### config.mk
export PLATFORM = sky130hd
export DESIGN_NAME = raw_capture_flat
export DESIGN_NICKNAME = d
export VERILOG_FILES = /design/src/rtl/capture_pkg.sv /design/src/rtl/raw_capture_if.sv /design/src/rtl/capture_edge_det.sv /design/src/rtl/raw_capture.sv /design/src/flat_wrapper.sv
export SDC_FILE = /design/constraint.sdc
export NUM_CORES = 1
export LEC_CHECK = 0
export ABC_AREA = 0
export BUFFER_PORTS_ARGS = -buffer_cell sky130_fd_sc_hd__buf_2
export CAP_MARGIN = 20
export CORE_MARGIN = 2
export CORE_UTILIZATION = 45
export CTS_CLUSTER_SIZE = 24
export DETAILED_ROUTE_END_ITERATION = 12
export PLACE_DENSITY = 0.75
export SYNTH_ARGS = -nofsm -noshare
export SYNTH_HDL_FRONTEND = slang
export SYNTH_SLANG_ARGS = --single-unit
### constraint.sdc
create_clock -name iCLK -period 3.89 [get_ports iCLK]
set_input_delay 0.389 -clock iCLK [delete_from_list [all_inputs] [get_ports iCLK]]
set_output_delay 0.389 -clock iCLK [all_outputs]
set_load 0.02 [all_outputs]
### src/rtl/capture_pkg.sv
// Shared widths, FSM state type and coordinate helper for the raw sensor capture stage.
package capture_pkg;

  localparam int unsigned DATA_W  = 12;
  localparam int unsigned COORD_W = 11;

  typedef enum logic [1:0] {
    IDLE,
    WAIT_FRAME,
    CAPTURE
  } cap_state_t;

  // Increment that stops at lim, so rows never run past the last active line.
  function automatic logic [COORD_W-1:0] satInc(input logic [COORD_W-1:0] v,
                                                input logic [COORD_W-1:0] lim);
    return (v >= lim) ? lim : v + COORD_W'(1);
  endfunction

endpackage

### src/rtl/raw_capture_if.sv
// Sensor-side and image-processor-side signals of raw_capture.
// iTEST_MODE exists only when TEST_PATTERN_EN is defined.
interface raw_capture_if #(
  parameter int unsigned FRAME_CNT_W = 32
) ();
  import capture_pkg::*;

  logic [DATA_W-1:0]      iDATA;
  logic                   iFVAL;
  logic                   iLVAL;
  logic                   iSTART;
  logic                   iEND;
`ifdef TEST_PATTERN_EN
  logic                   iTEST_MODE;
`endif
  logic [DATA_W-1:0]      oDATA;
  logic                   oDVAL;
  logic [COORD_W-1:0]     oX_Cont;
  logic [COORD_W-1:0]     oY_Cont;
  logic [FRAME_CNT_W-1:0] oFrame_Cont;
  logic                   oBusy;

  modport master (
`ifdef TEST_PATTERN_EN
    output iTEST_MODE,
`endif
    output iDATA, iFVAL, iLVAL, iSTART, iEND,
    input  oDATA, oDVAL, oX_Cont, oY_Cont, oFrame_Cont, oBusy
  );

  modport slave (
`ifdef TEST_PATTERN_EN
    input  iTEST_MODE,
`endif
    input  iDATA, iFVAL, iLVAL, iSTART, iEND,
    output oDATA, oDVAL, oX_Cont, oY_Cont, oFrame_Cont, oBusy
  );

endinterface

### src/rtl/capture_edge_det.sv
// Rise/fall detector against a registered previous-cycle copy of sig.
module capture_edge_det (
  input  logic clk,
  input  logic rst,
  input  logic sig,
  output logic rise_c,
  output logic fall_c
);

  logic sigQ;

  always_ff @(posedge clk or posedge rst) begin
    if (rst) sigQ <= 1'b0;
    else     sigQ <= sig;
  end

  assign rise_c = sig & ~sigQ;
  assign fall_c = ~sig & sigQ;

endmodule

### src/rtl/raw_capture.sv
// Qualifies raw sensor pixels with FVAL/LVAL, gates capture by start/stop and tracks X/Y/frame count.
// Build option TEST_PATTERN_EN adds iTEST_MODE, replacing pixel data with (X+Y).
module raw_capture #(
  parameter int unsigned H_WIDTH     = 1280,
  parameter int unsigned V_HEIGHT    = 960,
  parameter int unsigned FRAME_CNT_W = 32
) (
  input  logic          iCLK,
  input  logic          iRST,
  raw_capture_if.slave  bus
);
  import capture_pkg::*;

  localparam logic [COORD_W-1:0] X_LAST = COORD_W'(H_WIDTH - 1);
  localparam logic [COORD_W-1:0] Y_LAST = COORD_W'(V_HEIGHT - 1);

  logic [DATA_W-1:0]  rDATA;
  logic               rFVAL;
  logic               rLVAL;
  logic               fvalRise;
  logic               fvalFall;
  logic               lvalRise;
  logic               lvalFall;
  logic               pixValid;
  cap_state_t         state;
  logic               stopPending;
  logic [COORD_W-1:0] xCnt;
  logic [COORD_W-1:0] yCnt;

  always_ff @(posedge iCLK or posedge iRST) begin
    if (iRST) begin
      rDATA <= '0;
      rFVAL <= 1'b0;
      rLVAL <= 1'b0;
    end else begin
      rDATA <= bus.iDATA;
      rFVAL <= bus.iFVAL;
      rLVAL <= bus.iLVAL;
    end
  end

  capture_edge_det uFvalEdge (
    .clk    (iCLK),
    .rst    (iRST),
    .sig    (rFVAL),
    .rise_c (fvalRise),
    .fall_c (fvalFall)
  );

  capture_edge_det uLvalEdge (
    .clk    (iCLK),
    .rst    (iRST),
    .sig    (rLVAL),
    .rise_c (lvalRise),
    .fall_c (lvalFall)
  );

  // iEND takes priority over iSTART; a stop seen mid-frame waits for the frame to end.
  always_ff @(posedge iCLK or posedge iRST) begin
    if (iRST) begin
      state           <= IDLE;
      stopPending     <= 1'b0;
      bus.oBusy       <= 1'b0;
      bus.oFrame_Cont <= '0;
    end else begin
      case (state)
        IDLE: begin
          if (!bus.iEND && bus.iSTART) begin
            state     <= WAIT_FRAME;
            bus.oBusy <= 1'b1;
          end
        end
        WAIT_FRAME: begin
          if (bus.iEND) begin
            state     <= IDLE;
            bus.oBusy <= 1'b0;
          end else if (fvalRise) begin
            state <= CAPTURE;
          end
        end
        CAPTURE: begin
          if (fvalFall) begin
            bus.oFrame_Cont <= bus.oFrame_Cont + FRAME_CNT_W'(1);
            stopPending     <= 1'b0;
            if (stopPending || bus.iEND) begin
              state     <= IDLE;
              bus.oBusy <= 1'b0;
            end else begin
              state <= WAIT_FRAME;
            end
          end else if (bus.iEND) begin
            stopPending <= 1'b1;
          end
        end
        default: begin
          state       <= IDLE;
          stopPending <= 1'b0;
          bus.oBusy   <= 1'b0;
        end
      endcase
    end
  end

  assign pixValid = rFVAL & rLVAL & (state == CAPTURE);

  // xCnt/yCnt address the next pixel; the output copies are taken with each valid pixel.
  always_ff @(posedge iCLK or posedge iRST) begin
    if (iRST) begin
      bus.oDVAL   <= 1'b0;
      bus.oDATA   <= '0;
      bus.oX_Cont <= '0;
      bus.oY_Cont <= '0;
      xCnt        <= '0;
      yCnt        <= '0;
    end else begin
      bus.oDVAL <= pixValid;
      if (pixValid) begin
`ifdef TEST_PATTERN_EN
        bus.oDATA <= bus.iTEST_MODE ? (DATA_W'(xCnt) + DATA_W'(yCnt)) : rDATA;
`else
        bus.oDATA <= rDATA;
`endif
        bus.oX_Cont <= xCnt;
        bus.oY_Cont <= yCnt;
        if (xCnt == X_LAST) begin
          xCnt <= '0;
          yCnt <= satInc(yCnt, Y_LAST);
        end else begin
          xCnt <= xCnt + COORD_W'(1);
        end
      end else if (lvalFall && (xCnt != '0)) begin
        xCnt <= '0;
        yCnt <= satInc(yCnt, Y_LAST);
      end else if (lvalRise) begin
        xCnt <= '0;
      end
      if (fvalRise) begin
        xCnt <= '0;
        yCnt <= '0;
      end
    end
  end

endmodule
### src/flat_wrapper.sv
// flat-port wrapper written by rule: the top's interface ports become plain ports
module raw_capture_flat import capture_pkg::*;
#(
  parameter int unsigned H_WIDTH     = 1280,
  parameter int unsigned V_HEIGHT    = 960,
  parameter int unsigned FRAME_CNT_W = 32
)
  (iCLK, iRST, bus_iDATA, bus_iFVAL, bus_iLVAL, bus_iSTART, bus_iEND, bus_oDATA, bus_oDVAL, bus_oX_Cont, bus_oY_Cont, bus_oFrame_Cont, bus_oBusy);
  raw_capture_if #(.FRAME_CNT_W(FRAME_CNT_W)) bus_i ();
  input  logic iCLK;
  input  logic iRST;
  input wire logic [$bits(bus_i.iDATA)-1:0] bus_iDATA;
  input wire logic [$bits(bus_i.iFVAL)-1:0] bus_iFVAL;
  input wire logic [$bits(bus_i.iLVAL)-1:0] bus_iLVAL;
  input wire logic [$bits(bus_i.iSTART)-1:0] bus_iSTART;
  input wire logic [$bits(bus_i.iEND)-1:0] bus_iEND;
  output wire logic [$bits(bus_i.oDATA)-1:0] bus_oDATA;
  output wire logic [$bits(bus_i.oDVAL)-1:0] bus_oDVAL;
  output wire logic [$bits(bus_i.oX_Cont)-1:0] bus_oX_Cont;
  output wire logic [$bits(bus_i.oY_Cont)-1:0] bus_oY_Cont;
  output wire logic [$bits(bus_i.oFrame_Cont)-1:0] bus_oFrame_Cont;
  output wire logic [$bits(bus_i.oBusy)-1:0] bus_oBusy;
  assign bus_i.iDATA = bus_iDATA;
  assign bus_i.iFVAL = bus_iFVAL;
  assign bus_i.iLVAL = bus_iLVAL;
  assign bus_i.iSTART = bus_iSTART;
  assign bus_i.iEND = bus_iEND;
  assign bus_oDATA = bus_i.oDATA;
  assign bus_oDVAL = bus_i.oDVAL;
  assign bus_oX_Cont = bus_i.oX_Cont;
  assign bus_oY_Cont = bus_i.oY_Cont;
  assign bus_oFrame_Cont = bus_i.oFrame_Cont;
  assign bus_oBusy = bus_i.oBusy;
  raw_capture #(.H_WIDTH(H_WIDTH), .V_HEIGHT(V_HEIGHT), .FRAME_CNT_W(FRAME_CNT_W)) u_core (.iCLK(iCLK), .iRST(iRST), .bus(bus_i));
endmodule
==> reports/summary.log, run 1 <==
INFO  worst_setup_path critPathCaptureType=flop
INFO  floorplanning  placementRows=37
INFO  global_routing grt_pass1_wl=17,000um
INFO  sta            worst_slew_pin_slew=0.800ns
INFO  sta            report.final.setup_viol=0
INFO  sta            timing.fmax=378MHz
INFO  clock_network  cts_root_buffer=clkbuf_8
INFO  clock_network  ctsHtreeMaxLevel=3
INFO  synthesis      netlist-cell-type-count=52
INFO  route          drt_pass1_iterations=5
INFO  final_layout   multi_input_comb_area=1810squm
INFO  final_layout   regArea=2730squm
INFO  synthesis      postSynth.topFlopCell=dfrtp_1
INFO  power_and_ir_drop switching_share=30.2%
INFO  worst_setup_path worstPathRequired=4.19ns
INFO  synthesis      synth-warning-count=0
INFO  power_and_ir_drop pwr-share-clk=29.2%
INFO  final_layout   most_common_cell_after_layout_fill_and_taps_aside=nand2_1
INFO  clock_network  postCtsSetupBuffers=0
INFO  route          drtAntennaViolNets=0
INFO  place          dpl_cell_area=5220squm
INFO  floorplanning  placeableCoreArea=10,200squm
INFO  sta            finClkSkew=0.0113ns
INFO  sta            finalHoldViolations=0
INFO  floorplanning  floorplan.die.height=106um
INFO  synthesis      synth.cell_area=4690squm
INFO  clock_network  clk_latency=0.36ns
INFO  route          totalWireLength=9820um
INFO  clock_network  post_cts_resize_count=0
INFO  global_routing maximum_number_of_pins_on_one_net_before_global_route_repair=43
INFO  final_layout   final_net_count=571
INFO  floorplanning  design.die.area=11,300squm
INFO  floorplanning  initial_core_utilization=45.9%
INFO  clock_network  clkTransAtPathRegs=0.11ns
INFO  job            cap_viol_max_count=0
INFO  final_layout   count_of_filler_cells_inserted_in_the_layout=943
INFO  clock_network  cts.sink_count=109
INFO  power_and_ir_drop switchingPower=0.721mW
INFO  worst_setup_path type_of_the_worst_setup_path=reg2reg
INFO  sta            number_of_pins_exceeding_their_max_slew_limit_in_the_final_report=0
INFO  final_layout   antenna-diode-count=0
INFO  power_and_ir_drop p_seq_share=55.8%
INFO  clock_network  cts_bufs_inserted=9
INFO  sta            setup_total_negative_slack=0ns
INFO  sta            period_share=68.1%
INFO  synthesis      synth_async_sr_flop_share=100%
INFO  sta            hold-worst-slack=0.0473ns
INFO  power_and_ir_drop leak_pwr=2.68nW
INFO  global_routing grt-ovfl-total=0
INFO  clock_network  cts.hold.buffers_added=0
INFO  sta            setup_repair_after_global_routing_missed_its_margin=false
INFO  synthesis      synth-seq-area-share=58.1%
INFO  worst_setup_path crit_path_start_kind=flop
INFO  clock_network  cts_tree=yes
INFO  synthesis      postSynthCellCount=472
INFO  place          gp_routability_congestion=0.809
INFO  power_and_ir_drop finalPower=2.39mW
INFO  place          port_buffers=85
INFO  global_routing grt_pass1_vias=3,533
INFO  final_layout   area_added_between_synthesis_and_finish=15.5%
INFO  power_and_ir_drop power_density=440nW/um^2
INFO  route          wl_per_cell=14.2um
INFO  synthesis      mappedNetlistNets=494
INFO  floorplanning  io_pins=86
INFO  worst_setup_path crit_arrival=2.95ns
INFO  synthesis      synth.ff_latch_count=109
INFO  power_and_ir_drop combinationalPowerShare=15.0%
INFO  floorplanning  die_x=106um
INFO  final_layout   drive_above_1_share=20.6%
INFO  power_and_ir_drop power.internal=1.66mW
INFO  global_routing grt_antenna_before_repair=0
INFO  worst_hold_path hold_path_class=in2async
INFO  final_layout   most_frequent_cells_in_the_layout=nand2_1, dfrtp_1, buf_2, xnor2_1
INFO  worst_setup_path path_max_fanout=41
INFO  route          num_vias=3,674
INFO  synthesis      number_of_enable_type_register_cells_in_the_synthesized_netlist=0
INFO  synthesis      postSynthAreaPerCell=9.94squm
INFO  place          post-dp-hpwl=6650um
INFO  sta            period_needed=2.65ns
INFO  route          via_per_inst=5.32
INFO  power_and_ir_drop ir_worst_vdd=0.000269V
INFO  run_status     result_of_the_run=complete, no violations
INFO  route          drt_first_iter_violations=228
INFO  global_routing grt.total_usage=18.6%
INFO  route          drt_drc_violations_left=0
INFO  sta            slew_headroom=46.6%
INFO  clock_network  max-clock-path-buffers=2
INFO  final_layout   final_design_area_no_fill=5420squm
INFO  final_layout   fin_util=53.0%
## worst max-delay path: stages (launching register included)
cell and delay, ns:
dfrtp_1 0.48, nand4b_1 0.15, buf_4 0.36, clkinv_1 0.11
buf_4 0.26, o311ai_4 0.24, o21ai_2 0.38, or3_1 0.44
a21oi_1 0.14
## area by class of cell
class | instances | share of cell area (%)
inverters | 15 | 1.08
well taps | 136 | 3.14
repair buffers | 90 | 8.49
multi-input cells | 324 | 33.3
clock inverters | 7 | 1.38
clock buffers | 9 | 2.28
flip-flops and latches | 109 | 50.3
## cell usage after synthesis, types with 2 or more instances
master	number	area share, %
and3_1	9	1.2
and4_1	4	0.75
nand2_1	119	9.5
buf_2	4	0.43
or2_2	2	0.27
xnor2_1	28	5.2
clkbuf_1	17	1.4
nand4_1	12	1.6
o21ai_0	26	2.8
a22oi_1	2	0.32
o31ai_1	7	1.1
ha_1	4	1.1
nand3_1	26	2.8
inv_1	14	1.1
o22a_1	4	0.75
nor2_1	22	1.8
nor3_1	6	0.64
a31oi_1	3	0.40
nor2b_1	4	0.53
a21oi_1	10	1.1
nand2b_1	2	0.27
dfrtp_1	109	58
nor4_1	2	0.27
a211oi_1	4	0.64
xor2_1	4	0.75
and2_1	2	0.27
## state kept, by name (all words and copies together), names as in the netlist
name,flops
u_core.bus.oFrame_Cont,32
u_core.bus.oDATA,12
u_core.rDATA,12
u_core.bus.oX_Cont,11
u_core.bus.oY_Cont,11
u_core.xCnt,11
u_core.yCnt,11
u_core.state,2
u_core.bus.oBusy,1
u_core.bus.oDVAL,1
u_core.rFVAL,1
u_core.rLVAL,1
u_core.stopPending,1
u_core.uFvalEdge.sigQ,1
u_core.uLvalEdge.sigQ,1
## through the flow
step	setup WS [ns]	std cells
global placement	1.31	673
global route	0.958	690
finish	1.24	690
CTS	1.20	689
detailed placement	1.22	673
floorplan	0.627	472
## final timing paths
check	startpoint	to	slack [ns]	cells past startpoint
worst min register to register	u_core.rDATA[2]	u_core.bus.oDATA[2]	0.45	2
min in group iCLK	bus_iDATA[0]	u_core.rDATA[0]	0.12	1
worst max register to register	u_core.state[0]	u_core.yCnt[5]	1.24	8
max in group asynchronous	iRST	u_core.xCnt[2]	2.93	3
worst max-delay path	u_core.state[0]	u_core.yCnt[5]	1.24	8
worst min-delay path	iRST	u_core.rDATA[0]	0.05	2
## cells by family after synthesis
kind of cell | share of synthesized area (%)
compound gates | 9.86
xor+xnor | 5.97
fa+ha+maj | 1.07
buf+inv | 3.41
flops | 58.1
mux | 0.240
simple gates | 21.3
## routing by layer
metal	up-vias	wire length [um]	GRT usage, %
met3	11	526	3.99
met4	0	114	6.86
met1	1798	4460	25.4
li1	1758	-	-
met2	107	4710	29.3
met5	-	0	0
## power by group through the flow
| stage | registers [mW] | logic [mW] | clock network, mW |
|---|---|---|---|
| 2_1_floorplan | 1.42 | 0.158 | 0 |
| 3_3_place_gp | 1.34 | 0.350 | 0 |
| 3_5_place_dp | 1.35 | 0.362 | 0 |
| 4_1_cts | 1.33 | 0.363 | 0.715 |
| 5_1_grt | 1.35 | 0.399 | 0.758 |
| 6_report | 1.33 | 0.358 | 0.696 |
No activity file was read; power rests on OpenSTA's default activity.
==> inputs of run 2 (changes only) <==
--- a/config.mk
+++ b/config.mk
@@ -5,14 +5,14 @@
 export SDC_FILE = /design/constraint.sdc
 export NUM_CORES = 1
 export LEC_CHECK = 0
-export ABC_AREA = 0
+export ABC_AREA = 1
 export BUFFER_PORTS_ARGS = -buffer_cell sky130_fd_sc_hd__buf_2
 export CAP_MARGIN = 20
 export CORE_MARGIN = 2
 export CORE_UTILIZATION = 45
 export CTS_CLUSTER_SIZE = 24
 export DETAILED_ROUTE_END_ITERATION = 12
-export PLACE_DENSITY = 0.75
+export PLACE_DENSITY = 0.76
 export SYNTH_ARGS = -nofsm -noshare
 export SYNTH_HDL_FRONTEND = slang
 export SYNTH_SLANG_ARGS = --single-unit
==> constraint.sdc (replaced) <==
create_clock -name iCLK -period 2.4 [get_ports iCLK]
set_input_delay 0.24 -clock iCLK [delete_from_list [all_inputs] [get_ports iCLK]]
set_output_delay 0.24 -clock iCLK [all_outputs]
set_load 0.02 [all_outputs]
==> run 2 against run 1 <==
Effect of this change:
- the run now ends with design-rule violations left
- first-iteration DRC count is 9.6% higher
- worst setup slack worse by 0.63 ns
- synthesized cell count is 39% higher
- count of clock-buffer cells in the layout is 2 higher
- register-to-register slack worse by 0.63 ns
- die area is 13% higher
- design area is 17% higher
- sequential share of layout area is 7.2 points lower
- global-route usage is 0.25 points higher
- critical path depth is 2 higher
- critical path type unchanged
==> reports/summary.log, run 2 <==
INFO  run_status     result_of_the_run=finished with violations
INFO  run_status     violations_in_the_final_reports=design-rule violations
INFO  synthesis      synth-seq-area-share=51.1% [-7.0 points]
INFO  synthesis      synth-xor-area-share=3.61% [-2.4 points]
INFO  final_layout   most_common_cell_after_layout_fill_and_taps_aside=nand2_1
INFO  sta            number_of_pins_exceeding_their_max_slew_limit_in_the_final_report=0 [unchanged]
INFO  sta            setup_repair_after_global_routing_missed_its_margin=false
INFO  synthesis      synth_fa_ha_area_share=0.938% [-0.13 points]
INFO  floorplanning  placementRows=39 [+5.4%]
INFO  worst_setup_path r2r-start=u_core.xCnt[0]
INFO  global_routing grt-ovfl-total=0 [unchanged]
INFO  route          num_vias=4,400 [+20%]
INFO  clock_network  post_cts_resize_count=0 [unchanged]
INFO  synthesis      synth_top_family_by_area=simple AND/OR/NAND/NOR gates
INFO  final_layout   count_of_filler_cells_inserted_in_the_layout=1,073 [+14%]
INFO  power_and_ir_drop ir_worst_vdd=0.000447V [+66%]
INFO  sta            fin_ws=0.609ns [-0.633 ns]
INFO  synthesis      netlist-cell-type-count=40 [-23%]
INFO  power_and_ir_drop finalPower=3.99mW [+67%]
INFO  clock_network  cts_bufs_inserted=9 [unchanged]
INFO  sta            period_share=74.6% [+6.5 points]
INFO  final_layout   finish.cell_count_without_fillers=908 [+32%]
INFO  global_routing maximum_number_of_pins_on_one_net_before_global_route_repair=110 [+160%]
INFO  synthesis      post-synth-top-area-cell=dfrtp_1
INFO  floorplanning  initial_core_utilization=46.3% [+0.47 points]
INFO  synthesis      synthMostInstantiatedCell=nand2_1
INFO  clock_network  postCtsSetupBuffers=0 [unchanged]
INFO  clock_network  cts_tree=yes
INFO  sta            period_needed=1.79ns [-0.857 ns]
INFO  route          drtAntennaViolNets=0 [unchanged]
INFO  worst_setup_path worst_r2r_path_depth=10 [+2]
INFO  worst_setup_path worstPathRequired=2.69ns [-1.50 ns]
INFO  final_layout   final_design_area_no_fill=6320squm [+17%]
INFO  global_routing grt_pass1_vias=4,101 [+16%]
INFO  worst_setup_path r2r-end=u_core.xCnt[7]
INFO  worst_setup_path capturing_instance_or_port_of_the_critical_path=u_core.xCnt[7]
INFO  floorplanning  io_pins=86 [unchanged]
INFO  synthesis      yosys.area.top_type_share=51.1% [-7.0 points]
INFO  worst_setup_path critPathCaptureType=flop
INFO  synthesis      post_synth_and_or_nand_nor_area_fraction=33.3% [+12 points]
INFO  worst_setup_path crit_arrival=2.08ns [-0.87 ns]
INFO  place          dpl.cell_count=878 [+30%]
INFO  worst_setup_path critical_path.startpoint=u_core.xCnt[0]
INFO  global_routing grt_pass1_wl=19,500um [+15%]
INFO  sta            timing.fmax=558MHz [+48%]
INFO  clock_network  clkTransAtPathRegs=0.08ns [-0.03 ns]
INFO  place          dpl_cell_area=5920squm [+13%]
INFO  synthesis      postSynthAreaPerCell=8.11squm [-18%]
INFO  clock_network  cts_root_buffer=clkbuf_16
INFO  synthesis      post_synth_mux_area_share=0% [-0.24 points]
INFO  final_layout   antenna-diode-count=0 [unchanged]
INFO  clock_network  max-clock-path-buffers=2 [unchanged]
INFO  synthesis      mappedNetlistNets=680 [+38%]
INFO  synthesis      synth.cell_area=5340squm [+14%]
INFO  final_layout   most_frequent_cells_in_the_layout=nand2_1, dfrtp_1, buf_2, nor2_1, inv_1
INFO  worst_setup_path path_max_fanout=11 [-73%]
INFO  final_layout   largest_register_ffs=32 [unchanged]
INFO  sta            slew_headroom=62.1% [+15 points]
INFO  synthesis      synth.ff_latch_count=109 [unchanged]
INFO  final_layout   final_net_count=782 [+37%]
INFO  final_layout   area_added_between_synthesis_and_finish=18.5%
INFO  clock_network  cts.sink_count=109 [unchanged]
INFO  route          drt_first_iter_violations=250 [+9.6%]
INFO  floorplanning  die_x=113um [+6.4%]
INFO  job            cap_viol_max_count=0 [unchanged]
INFO  place          dp_worst_setup_slack=0.638ns [-0.586 ns]
INFO  worst_setup_path crit_path_start_kind=flop
INFO  clock_network  ctsHtreeMaxLevel=3 [unchanged]
INFO  route          drt_pass1_iterations=8 [+3]
INFO  final_layout   multi_input_comb_area=2350squm [+30%]
INFO  synthesis      synth.cells.most_frequent=nand2_1, dfrtp_1, nor2_1
INFO  worst_setup_path type_of_the_worst_setup_path=reg2reg
INFO  power_and_ir_drop power_density=631nW/um^2 [+44%]
INFO  synthesis      synth_async_sr_flop_share=100% [unchanged]
INFO  route          totalWireLength=11,400um [+16%]
INFO  sta            worst_slew_pin_slew=0.569ns [-0.231 ns]
INFO  route          via_per_inst=4.85 [-9.0%]
INFO  synthesis      postSynth.topFlopCell=dfrtp_1
INFO  power_and_ir_drop leak_pwr=3.19nW [+19%]
INFO  final_layout   regArea=2730squm [unchanged]
INFO  worst_setup_path reg2reg_setup_slack=0.61ns [-0.63 ns]
INFO  sta            finClkSkew=0.0124ns [+0.00112 ns]
INFO  sta            report.final.setup_viol=0 [unchanged]
INFO  floorplanning  placeableCoreArea=11,500squm [+13%]
INFO  final_layout   drive_above_1_share=20.1% [-0.45 points]
INFO  place          gp_routability_congestion=0.837 [+3.5%]
INFO  global_routing grt.total_usage=18.8% [+0.25 points]
INFO  clock_network  clk_latency=0.36ns [about the same]
INFO  route          wl_per_cell=12.6um [-12%]
INFO  sta            setup_total_negative_slack=0ns [unchanged]
INFO  synthesis      yosys-top-cells-area=dfrtp_1, nand2_1, nor2_1
INFO  sta            finalHoldViolations=0 [unchanged]
INFO  worst_hold_path hold_path_class=in2async
INFO  place          post-dp-hpwl=8040um [+21%]
INFO  synthesis      postSynthCellCount=658 [+39%]
INFO  synthesis      synth-warning-count=0 [unchanged]
INFO  final_layout   largest_registers=u_core.bus.oFrame_Cont: 32 flops, u_core.bus.oDATA: 12 flops, u_core.rDATA: 12 flops
INFO  synthesis      number_of_enable_type_register_cells_in_the_synthesized_netlist=0 [unchanged]
INFO  final_layout   regMostFlops=u_core.bus.oFrame_Cont
INFO  global_routing grt_antenna_before_repair=0 [unchanged]
INFO  route          drt_drc_violations_left=6 [+6]
INFO  synthesis      area_fraction_in_compound_gates_after_synthesis=6.28% [-3.6 points]
INFO  place          port_buffers=85 [unchanged]
INFO  floorplanning  floorplan.die.height=113um [+6.4%]
INFO  floorplanning  design.die.area=12,700squm [+13%]
## run 2: cell count changes after synthesis, sizes merged, moves of 6 or more
cell,previous run,this run
nand2,119,260
nor2,22,92
inv,14,50
o21ai,27,48
xnor2,28,10
clkbuf,18,5
and3,9,1
xor2,4,12
nand3b,1,7
o31ai,7,1
## run 2: metrics by stage
step	utilization, %	hold WS, ns
finish	54.9	0.0315
global route	54.9	0.0869
CTS	54.9	0.0683
detailed placement	51.4	0.349
global placement	51.4	0.349
floorplan	-	0.271
## run 2: kinds of logic (layout without fill, tap and decap cells)
kind of cell,after synthesis,after routing
AO/OA/AOI/OAI,57,57
XOR/XNOR,22,22
adder cells (fa/ha/maj),4,4
buffers and inverters,62,169
flip-flops,109,109
AND/OR/NAND/NOR,404,404
## run 2: worst max-delay path: stages (launching register included)
cell	delay, ns
dfrtp_1	0.45
inv_1	0.10
ha_1	0.14
inv_1	0.03
nor2_1	0.07
nand2_1	0.06
o21bai_2	0.17
nand2_2	0.10
nor2_2	0.40
nand2_1	0.11
nand2_1	0.10
## run 2: worst min path at each step
stage | endpoint | slack [ns] | depth (start not counted)
CTS | u_core.bus.oFrame_Cont[25] | 0.07 | 3
global placement | u_core.rDATA[4] | 0.35 | 1
global route | u_core.rDATA[11] | 0.09 | 3
detailed placement | u_core.rDATA[4] | 0.35 | 1
finish | u_core.bus.oFrame_Cont[30] | 0.03 | 3
floorplan | u_core.rDATA[0] | 0.27 | 0
## run 2: power by group
part	switching [mW]	internal, mW	total (mW)
registers	0.0808	1.97	2.05
clock network	0.675	0.709	1.38
logic	0.370	0.186	0.557
total	1.13	2.87	3.99
## run 2: per-layer routing
metal  GRT usage [%]  vias up  part of all wire, %
met5               0        -                    0
met4            4.07        0                  1.0
met3            5.62        9                  5.9
met2            29.5      108                   46
met1            26.2     2010                   47
li1                -     2273                    -
## run 2: timing repair
item / in CTS / in global routing
endpoints found under the hold margin: 14 / 0
endpoints found under the setup margin: 0 / 0
hold buffers: 14 / 0
## run 2: layout make-up
type | instances | share of cell area, %
tap | 143 | 2.83
inverter | 52 | 3.20
clock buffer | 11 | 3.68
multi-input combinational | 487 | 37.2
timing repair buffer | 101 | 9.38
clock inverter | 5 | 0.554
sequential | 109 | 43.1
